<file path="src/rtl/seq_div_pkg.sv">
// Shared definitions for the iterative restoring divider: FSM state encoding
// and the constant function that sizes the iteration counter.
package seq_div_pkg;

   typedef enum logic [1:0] {
      SEQ_DIV_IDLE = 2'd0,
      SEQ_DIV_BUSY = 2'd1,
      SEQ_DIV_DONE = 2'd2
   } state_t;

   // ceil(log2(w+1)): enough bits for a counter that must hold the value w
   function automatic int cnt_width(input int w);
      int r;
      r = 0;
      for (int i = 0; i < 31; i++) begin
         if ((1 << i) < (w + 1)) r = i + 1;
      end
      return r;
   endfunction

endpackage

</file>
<file path="src/rtl/seq_div_step.sv">
// One combinational restoring-division step: shift in the next dividend bit,
// trial-subtract the divisor and keep the difference if it did not go negative.
module seq_div_step #(
   parameter int WIDTH = 16
) (
   input  logic [WIDTH:0]   rem_in,
   input  logic [WIDTH-1:0] divisor,
   input  logic             dividend_bit,
   output logic [WIDTH:0]   rem_out,
   output logic             quotient_bit
);

   logic [WIDTH:0] shifted;

   // A set top bit means the shifted value exceeds any WIDTH-bit divisor.
   assign shifted      = {rem_in[WIDTH-1:0], dividend_bit};
   assign quotient_bit = rem_in[WIDTH] | (shifted >= {1'b0, divisor});
   assign rem_out      = quotient_bit ? (shifted - {1'b0, divisor}) : shifted;

endmodule

</file>
<file path="src/rtl/seq_div.sv">
// Iterative restoring divider, one quotient bit per clock, valid/ready on both sides.
// Define SEQ_DIV_SIGNED_EN for two's-complement operands (magnitude core plus sign fix-up).
module seq_div
   import seq_div_pkg::*;
#(
   parameter int WIDTH = 16
) (
   input  logic             clk,
   input  logic             rst_n,
   input  logic             in_valid,
   output logic             in_ready,
   input  logic [WIDTH-1:0] dividend,
   input  logic [WIDTH-1:0] divisor,
   output logic             out_valid,
   input  logic             out_ready,
   output logic [WIDTH-1:0] quotient,
   output logic [WIDTH-1:0] remainder,
   output logic             div_by_zero
);

   localparam int CNT_W = cnt_width(WIDTH);

   state_t           state;
   state_t           state_nxt;
   logic [CNT_W-1:0] cnt;
   logic [WIDTH:0]   rem;
   logic [WIDTH:0]   rem_nxt;
   logic [WIDTH-1:0] dvd_sh;
   logic [WIDTH-1:0] dvs;
   logic [WIDTH-1:0] dvd_mag;
   logic [WIDTH-1:0] dvs_mag;
   logic [WIDTH-1:0] q_raw;
   logic [WIDTH-1:0] r_raw;
   logic [WIDTH-1:0] q_fin;
   logic [WIDTH-1:0] r_fin;
   logic             q_bit;
   logic             accept;
   logic             drain;
   logic             last_step;
`ifdef SEQ_DIV_SIGNED_EN
   logic             neg_q;
   logic             neg_r;
`endif

   assign in_ready  = (state == SEQ_DIV_IDLE);
   assign accept    = in_valid && in_ready;
   assign drain     = out_valid && out_ready;
   assign last_step = (state == SEQ_DIV_BUSY) && (cnt == CNT_W'(WIDTH - 1));

   // The dividend register doubles as the quotient shift register.
   assign q_raw = {dvd_sh[WIDTH-2:0], q_bit};
   assign r_raw = rem_nxt[WIDTH-1:0];

   seq_div_step #(
      .WIDTH(WIDTH)
   ) u_step (
      .rem_in      (rem),
      .divisor     (dvs),
      .dividend_bit(dvd_sh[WIDTH-1]),
      .rem_out     (rem_nxt),
      .quotient_bit(q_bit)
   );

   always_comb begin
      dvd_mag = dividend;
      dvs_mag = divisor;
      q_fin   = q_raw;
      r_fin   = r_raw;
`ifdef SEQ_DIV_SIGNED_EN
      if (dividend[WIDTH-1]) dvd_mag = -dividend;
      if (divisor[WIDTH-1])  dvs_mag = -divisor;
      if (neg_q)             q_fin   = -q_raw;
      if (neg_r)             r_fin   = -r_raw;
`endif
   end

   always_comb begin
      state_nxt = state;
      case (state)
         SEQ_DIV_IDLE: if (accept) state_nxt = (divisor == '0) ? SEQ_DIV_DONE : SEQ_DIV_BUSY;
         SEQ_DIV_BUSY: if (last_step) state_nxt = SEQ_DIV_DONE;
         SEQ_DIV_DONE: if (drain) state_nxt = SEQ_DIV_IDLE;
         default:      state_nxt = SEQ_DIV_IDLE;
      endcase
   end

   always_ff @(posedge clk or negedge rst_n) begin
      if (!rst_n) state <= SEQ_DIV_IDLE;
      else        state <= state_nxt;
   end

   // Results load only on DONE entry; out_valid follows one cycle later.
   always_ff @(posedge clk or negedge rst_n) begin
      if (!rst_n) begin
         cnt         <= '0;
         rem         <= '0;
         dvd_sh      <= '0;
         dvs         <= '0;
         quotient    <= '0;
         remainder   <= '0;
         div_by_zero <= 1'b0;
         out_valid   <= 1'b0;
`ifdef SEQ_DIV_SIGNED_EN
         neg_q       <= 1'b0;
         neg_r       <= 1'b0;
`endif
      end else begin
         out_valid <= (state == SEQ_DIV_DONE) && !drain;
         if (accept) begin
            cnt    <= '0;
            rem    <= '0;
            dvd_sh <= dvd_mag;
            dvs    <= dvs_mag;
`ifdef SEQ_DIV_SIGNED_EN
            neg_q  <= dividend[WIDTH-1] ^ divisor[WIDTH-1];
            neg_r  <= dividend[WIDTH-1];
`endif
            if (divisor == '0) begin
               quotient    <= '1;
               remainder   <= dividend;
               div_by_zero <= 1'b1;
            end
         end else if (state == SEQ_DIV_BUSY) begin
            rem    <= rem_nxt;
            dvd_sh <= q_raw;
            cnt    <= cnt + CNT_W'(1);
            if (last_step) begin
               quotient    <= q_fin;
               remainder   <= r_fin;
               div_by_zero <= 1'b0;
            end
         end
      end
   end

endmodule

</file>
<file path="config.mk">
export PLATFORM = sky130hd
export DESIGN_NAME = seq_div
export DESIGN_NICKNAME = d
export VERILOG_FILES = /design/src/rtl/seq_div_pkg.sv /design/src/rtl/seq_div_step.sv /design/src/rtl/seq_div.sv
export SDC_FILE = /design/constraint.sdc
export NUM_CORES = 1
export LEC_CHECK = 0
export CORE_UTILIZATION = 55
export CTS_BUF_LIST = sky130_fd_sc_hd__clkbuf_8 sky130_fd_sc_hd__clkbuf_16
export DETAILED_ROUTE_END_ITERATION = 6
export PLACE_DENSITY = 0.81
export SYNTH_ARGS = -nofsm -noshare
export SYNTH_HDL_FRONTEND = slang
export SYNTH_SLANG_ARGS = --single-unit
</file>
<file path="constraint.sdc">
create_clock -name clk -period 3.3 [get_ports clk]
set_input_delay 0.825 -clock clk [delete_from_list [all_inputs] [get_ports clk]]
set_output_delay 0.825 -clock clk [all_outputs]
set_load 0.01 [all_outputs]
</file>
# After elaboration in Yosys (flattened, before gate mapping)
# Cells that the tools add are included.
dict set report word_totals {
  ff_bits 90
  word_cells 55
}
dict set report classes {
  order_cmp 1
  n_bitwise 1
  n_eq_ne 7
  reduce_logical 11
  n_mux 24
  n_addsub 2
}
# op n
set op_table {}
lappend op_table {{two-way mux 16 bit} 10}
lappend op_table {{two-way mux 17 bit} 3}
lappend op_table {{>= comparator 17 x 16 -> 1 bit} 1}
lappend op_table {{subtractor 17 x 16 -> 17 bit} 1}
lappend op_table {{zero test 16 bit} 1}
lappend op_table {{two-way mux 5 bit} 2}
lappend op_table {{two-way mux 2 bit} 4}
lappend op_table {{case mux 2 bit (3 select lines)} 1}
lappend op_table {{AND reduction 3 bit} 2}
lappend op_table {{adder 5 x 1 -> 5 bit, second input constant} 1}
lappend op_table {{== test 5 x 4 -> 1 bit, second input constant} 1}
lappend op_table {{logical AND 1 bit} 4}
lappend op_table {{two-way mux 1 bit} 4}
lappend op_table {{!= test 2 x 1 -> 1 bit, second input constant} 2}
lappend op_table {{!= test 2 bit, second input constant} 2}
lappend op_table {{nonzero test 2 bit} 2}
lappend op_table {{== test 2 x 1 -> 1 bit, second input constant} 1}
lappend op_table {{== test 2 bit, second input constant} 1}
lappend op_table {{zero test 2 bit} 1}
lappend op_table {{zero test 1 bit} 1}
lappend op_table {{OR 1 bit} 1}

# Longest topological paths before layout
dict set report depth {
  depth_word 6
  depth_mapped 11
}

# Cells and area by module
# From an unflattened synthesis, not the netlist that was laid out.
dict set report hier_totals {
  cells_unflattened 513
  area_unflattened_um2 4878.4
}
# mod area_per_inst_um2 instances cells_per_inst seq_area_each_um2
set modules_own_cells {}
lappend modules_own_cells {seq_div 3637.2 1 347 2252.2}
lappend modules_own_cells {seq_div_step 1241.2 1 166 0.0}

# Worst setup path before layout
# No wires, ideal clock.
dict set report synth_timing {
  path_type {flip-flop to flip-flop}
  start {register dvd_sh[15]}
  end {register rem[16]}
  synth_period_minus_slack_ns 2.362
  path_buffers 0
  path_stages_with_launch 12
  t_arrival_ns 2.234
  path_slack_ns 0.938
  path_cell_list {dfrtp_1 inv_1 ha_1 inv_1 fa_1 a211oi_1 o211ai_1 nand2_1 o21ai_0 a31oi_1 o2111a_1 a211oi_2}
}
dict set report synth_between {
  elab_chain_len 5
  word_cells_on_any_way 6
  classes_between {add/sub (1); order compare (1); mux (3); bitwise (1)}
}
# item line
set synth_lines {}
lappend synth_lines {{start, declared} seq_div.sv:28} ;# logic [WIDTH-1:0] dvd_sh;
lappend synth_lines {{start signal, assigned} seq_div.sv:112} ;# dvd_sh <= dvd_mag;
lappend synth_lines {{start signal, assigned} seq_div.sv:125} ;# dvd_sh <= q_raw;
lappend synth_lines {{>= comparator 17 x 16 -> 1 bit} seq_div_step.sv:17} ;# assign quotient_bit = rem_in[WIDTH] | (shifted >= {1'b0, divisor});
lappend synth_lines {{OR 1 bit} seq_div_step.sv:17}
lappend synth_lines {{two-way mux 17 bit (*)} seq_div_step.sv:18} ;# assign rem_out = quotient_bit ? (shifted - {1'b0, divisor}) : shifted;
lappend synth_lines {{two-way mux 17 bit (*)} seq_div.sv:123} ;# end else if (state == SEQ_DIV_BUSY) begin
lappend synth_lines {{two-way mux 17 bit (*)} seq_div.sv:109} ;# if (accept) begin
lappend synth_lines {{end signal, assigned} seq_div.sv:124} ;# rem <= rem_nxt;
lappend synth_lines {{end, declared} seq_div.sv:26} ;# logic [WIDTH:0] rem;
# Mark *: on every way between the ends. The rest lies on a longest branch, timed or not. The select of a mux whose other input is x is not followed.
# A chain may end at the register's enable or synchronous reset.

# Final worst setup path
# Ends and elaborated chain as after synthesis.

==> metrics.yaml <==
outcome:
  status: "completed"
route:
  wl_per_cell_um: 16.9
  drt-total-wl_um: 11900
  via_per_inst: 5.96
  postRouteAntennaNets: 0
  drc: 0
  drt_first_pass_iters: 7
  first_iter_violations: 286
  vias: 4194
timing:
  slew_headroom_pct: 34.8
  fin_skew_ns: 0.0156
  maxSlewViolCount: 0
  post-route-period-util_pct: 86.3
  hold_viol_final: 0
  tightest_slew_ns: 0.975
  period_minus_slack_ns: 2.85
  setup_violations: 0
  rsz0062_at_grt: "false"
  fin_setup_tns_ns: 0
  max_freq_mhz: 351
die:
  coreArea_um2: 8340
  start_util_pct: 57.6
  rows: 33
  die_h_um: 95.4
  ios: 71
  chipWidth_um: 95.4
  dieArea_um2: 9110
clocking:
  cts_buffer_depth: 2
  cts_resized: 0
  clk_pin_slew_ns: 0.11
  clock_sinks: 90
  hold_buffers: 0
  cts_tree: "done"
  cts_buffers: 9
  cts_setup_buffers: 0
  root_buffer: "clkbuf_8"
  clk_latency_ns: 0.38
  h-tree-depth: 3
grt:
  grt_antenna_before_repair: 0
  grt_max_degree: 52
  grt-ovfl-total: 0
  grt_pass1_vias: 4012
  track_usage_pct: 27.7
  grt_pass1_wl_um: 19200
place:
  hpwl_um: 8500
  portBuffers: 70
  dp_cells: 688
  place_congestion: 0.898
yosys:
  synth_area_um2: 4800
  synth-async-reset-ratio_pct: 100
  synth_fp_nets: 584
  synth_edf_count: 0
  syn_area_per_cell_um2: 9.08
  syn_inst: 529
  yosys.area.top_type: "dfrtp_1"
  yosys-top-cells-area: "dfrtp_1 (47%), nand2_1 (7.6%), o21ai_0 (6.1%), ha_1 (4.7%), a21oi_1 (3.4%)"
  yosysWarnings: 0
  synth_cell_types: 61
  yosysSeqAreaShare_pct: 46.9
  ys_ff_latch: 90
  synth_flop_cell: "dfrtp_1"
  synth_top_area_share_pct: 46.9
pwr:
  p_seq_share_pct: 29.4
  ir_drop_uv: 685
  comb_power_share_pct: 59.3
  switchingPower_mw: 2.99
  swShare_pct: 45.4
  power.density_nw_per_um2: 1130
  total_power_mw: 6.57
  p_leak_nw: 2.57
  pwr-share-clk_pct: 11.3
  p_int_mw: 3.59
cells_and_area:
  regArea_um2: 2250
  final_cells: 704
  layout.nets: 649
  multiInputGateArea_um2: 2340
  diodes: 0
  fill_cells: 656
  layout-drive-gt1-share_pct: 7.35
  synthToLayoutAreaGrowth_pct: 20.9
setup_path:
  startpoint_type: "flop"
  crit_path_end_kind: "flop"
  critPathRequiredTime_ns: 3.56
  arrival_ns: 3.11
  crit_type: "reg2reg"
  path_max_fanout: 4
flow_run:
  drv_cap: 0
worst_hold_path:
  hold_path.class: "in2async"
==> critical path, stage by stage (launching register included) <==
cell and delay, ns:
dfrtp_1 0.37, inv_1 0.10, ha_1 0.19, inv_1 0.06, fa_1 0.43, a211oi_1 0.33, o211ai_1 0.15, nand2_1 0.19
o21ai_0 0.23, a31oi_1 0.37, o2111a_1 0.26, a211oi_2 0.05
==> cell type report <==
cell class | instances | share of cell area (%)
clock inverters | 7 | 1.16
inverters | 23 | 1.49
repair buffers | 82 | 13.8
clock buffers | 9 | 2.13
flip-flops and latches | 90 | 38.8
multi-input cells | 388 | 40.4
well taps | 105 | 2.26
==> cells in the mapped netlist, drive strengths merged, types with 2 or more instances <==
master / count
a211o: 2
a211oi: 3
a21boi: 2
a21o: 5
a21oi: 34
a22oi: 19
a31oi: 3
a41oi: 2
and2: 4
and3: 10
and4: 3
buf: 4
clkbuf: 24
dfrtp: 90
ha: 18
inv: 23
mux2i: 13
nand2: 98
nand2b: 5
nand3: 17
nand4: 4
nor2: 19
nor2b: 5
nor3: 6
nor4: 5
o211ai: 3
o21a: 4
o21ai: 71
o22ai: 3
or3: 2
xnor2: 5
xor2: 6
==> metal layers <==
layer	share of wire, %	track usage, %
met1	43	36.6
met2	49	45.3
met3	5.0	3.75
met4	2.6	12.7
met5	0	0
==> power by group through the flow <==
stage,Combinational [mW],Clock (mW),Sequential (mW)
after CTS,3.86,0.750,1.93
final,3.90,0.743,1.93
after global placement,3.68,0,1.93
after detailed placement,3.83,0,1.95
after floorplan,2.71,0,1.94
after global routing,4.29,0.794,1.99
==> registers in the layout, summed over array words and instances (netlist names) <==
register	flops
div_by_zero	1
dvs	16
cnt	5
state	2
rem	17
dvd_sh	16
out_valid	1
remainder	16
quotient	16
==> path summary, 6_finish.rpt <==
| kind | depth (start not counted) | slack, ns | endpoint | from |
|---|---|---|---|---|
| setup / recovery | 11 | 0.45 | rem[16] | dvd_sh[15] |
| hold / removal | 1 | 0.46 | quotient[9] | rst_n |
| setup reg to reg | 11 | 0.45 | rem[16] | dvd_sh[15] |
| hold reg to reg | 1 | 0.48 | out_valid | out_valid |
| max in group asynchronous | 2 | 2.18 | rem[0] | rst_n |
| min in group clk | 1 | 0.48 | out_valid | out_valid |
==> stage by stage <==
stage	setup slack (ns)	hold WS [ns]	instance area (um2)	util (%)
floorplan	0.938	0.443	4800	-
global placement	0.362	0.467	5620	67.3
detailed placement	0.348	0.469	5620	67.3
CTS	0.501	0.484	5810	69.6
global route	0.358	0.505	5810	69.6
finish	0.451	0.457	5810	69.6
==> placed cells by master, fill, tap and decap left out, types with 5 or more instances in the layout <==
cell / netlist / layout
ha_1: 18 / 18
clkbuf_8: 0 / 9
nand3_1: 17 / 17
nor3_1: 6 / 6
a21oi_1: 33 / 33
nor2_1: 19 / 19
clkdlybuf4s50_1: 0 / 69
mux2i_1: 13 / 13
xnor2_1: 5 / 5
inv_1: 23 / 23
and3_1: 10 / 10
a22oi_1: 19 / 19
nand2_1: 97 / 97
xor2_1: 6 / 6
a21o_1: 5 / 5
nor4_1: 5 / 5
nand2b_1: 5 / 5
o21ai_0: 59 / 59
dfrtp_1: 90 / 90
buf_4: 0 / 12
o21ai_1: 11 / 11
==> kinds of logic after synthesis <==
family          synth area share, %
simple gates                   17.9
compound gates                 20.7
flops                          46.9
buf+inv                        4.35
fa+ha+maj                      5.11
mux                            3.02
xor+xnor                       2.01
(Power assumes the default switching activity.)
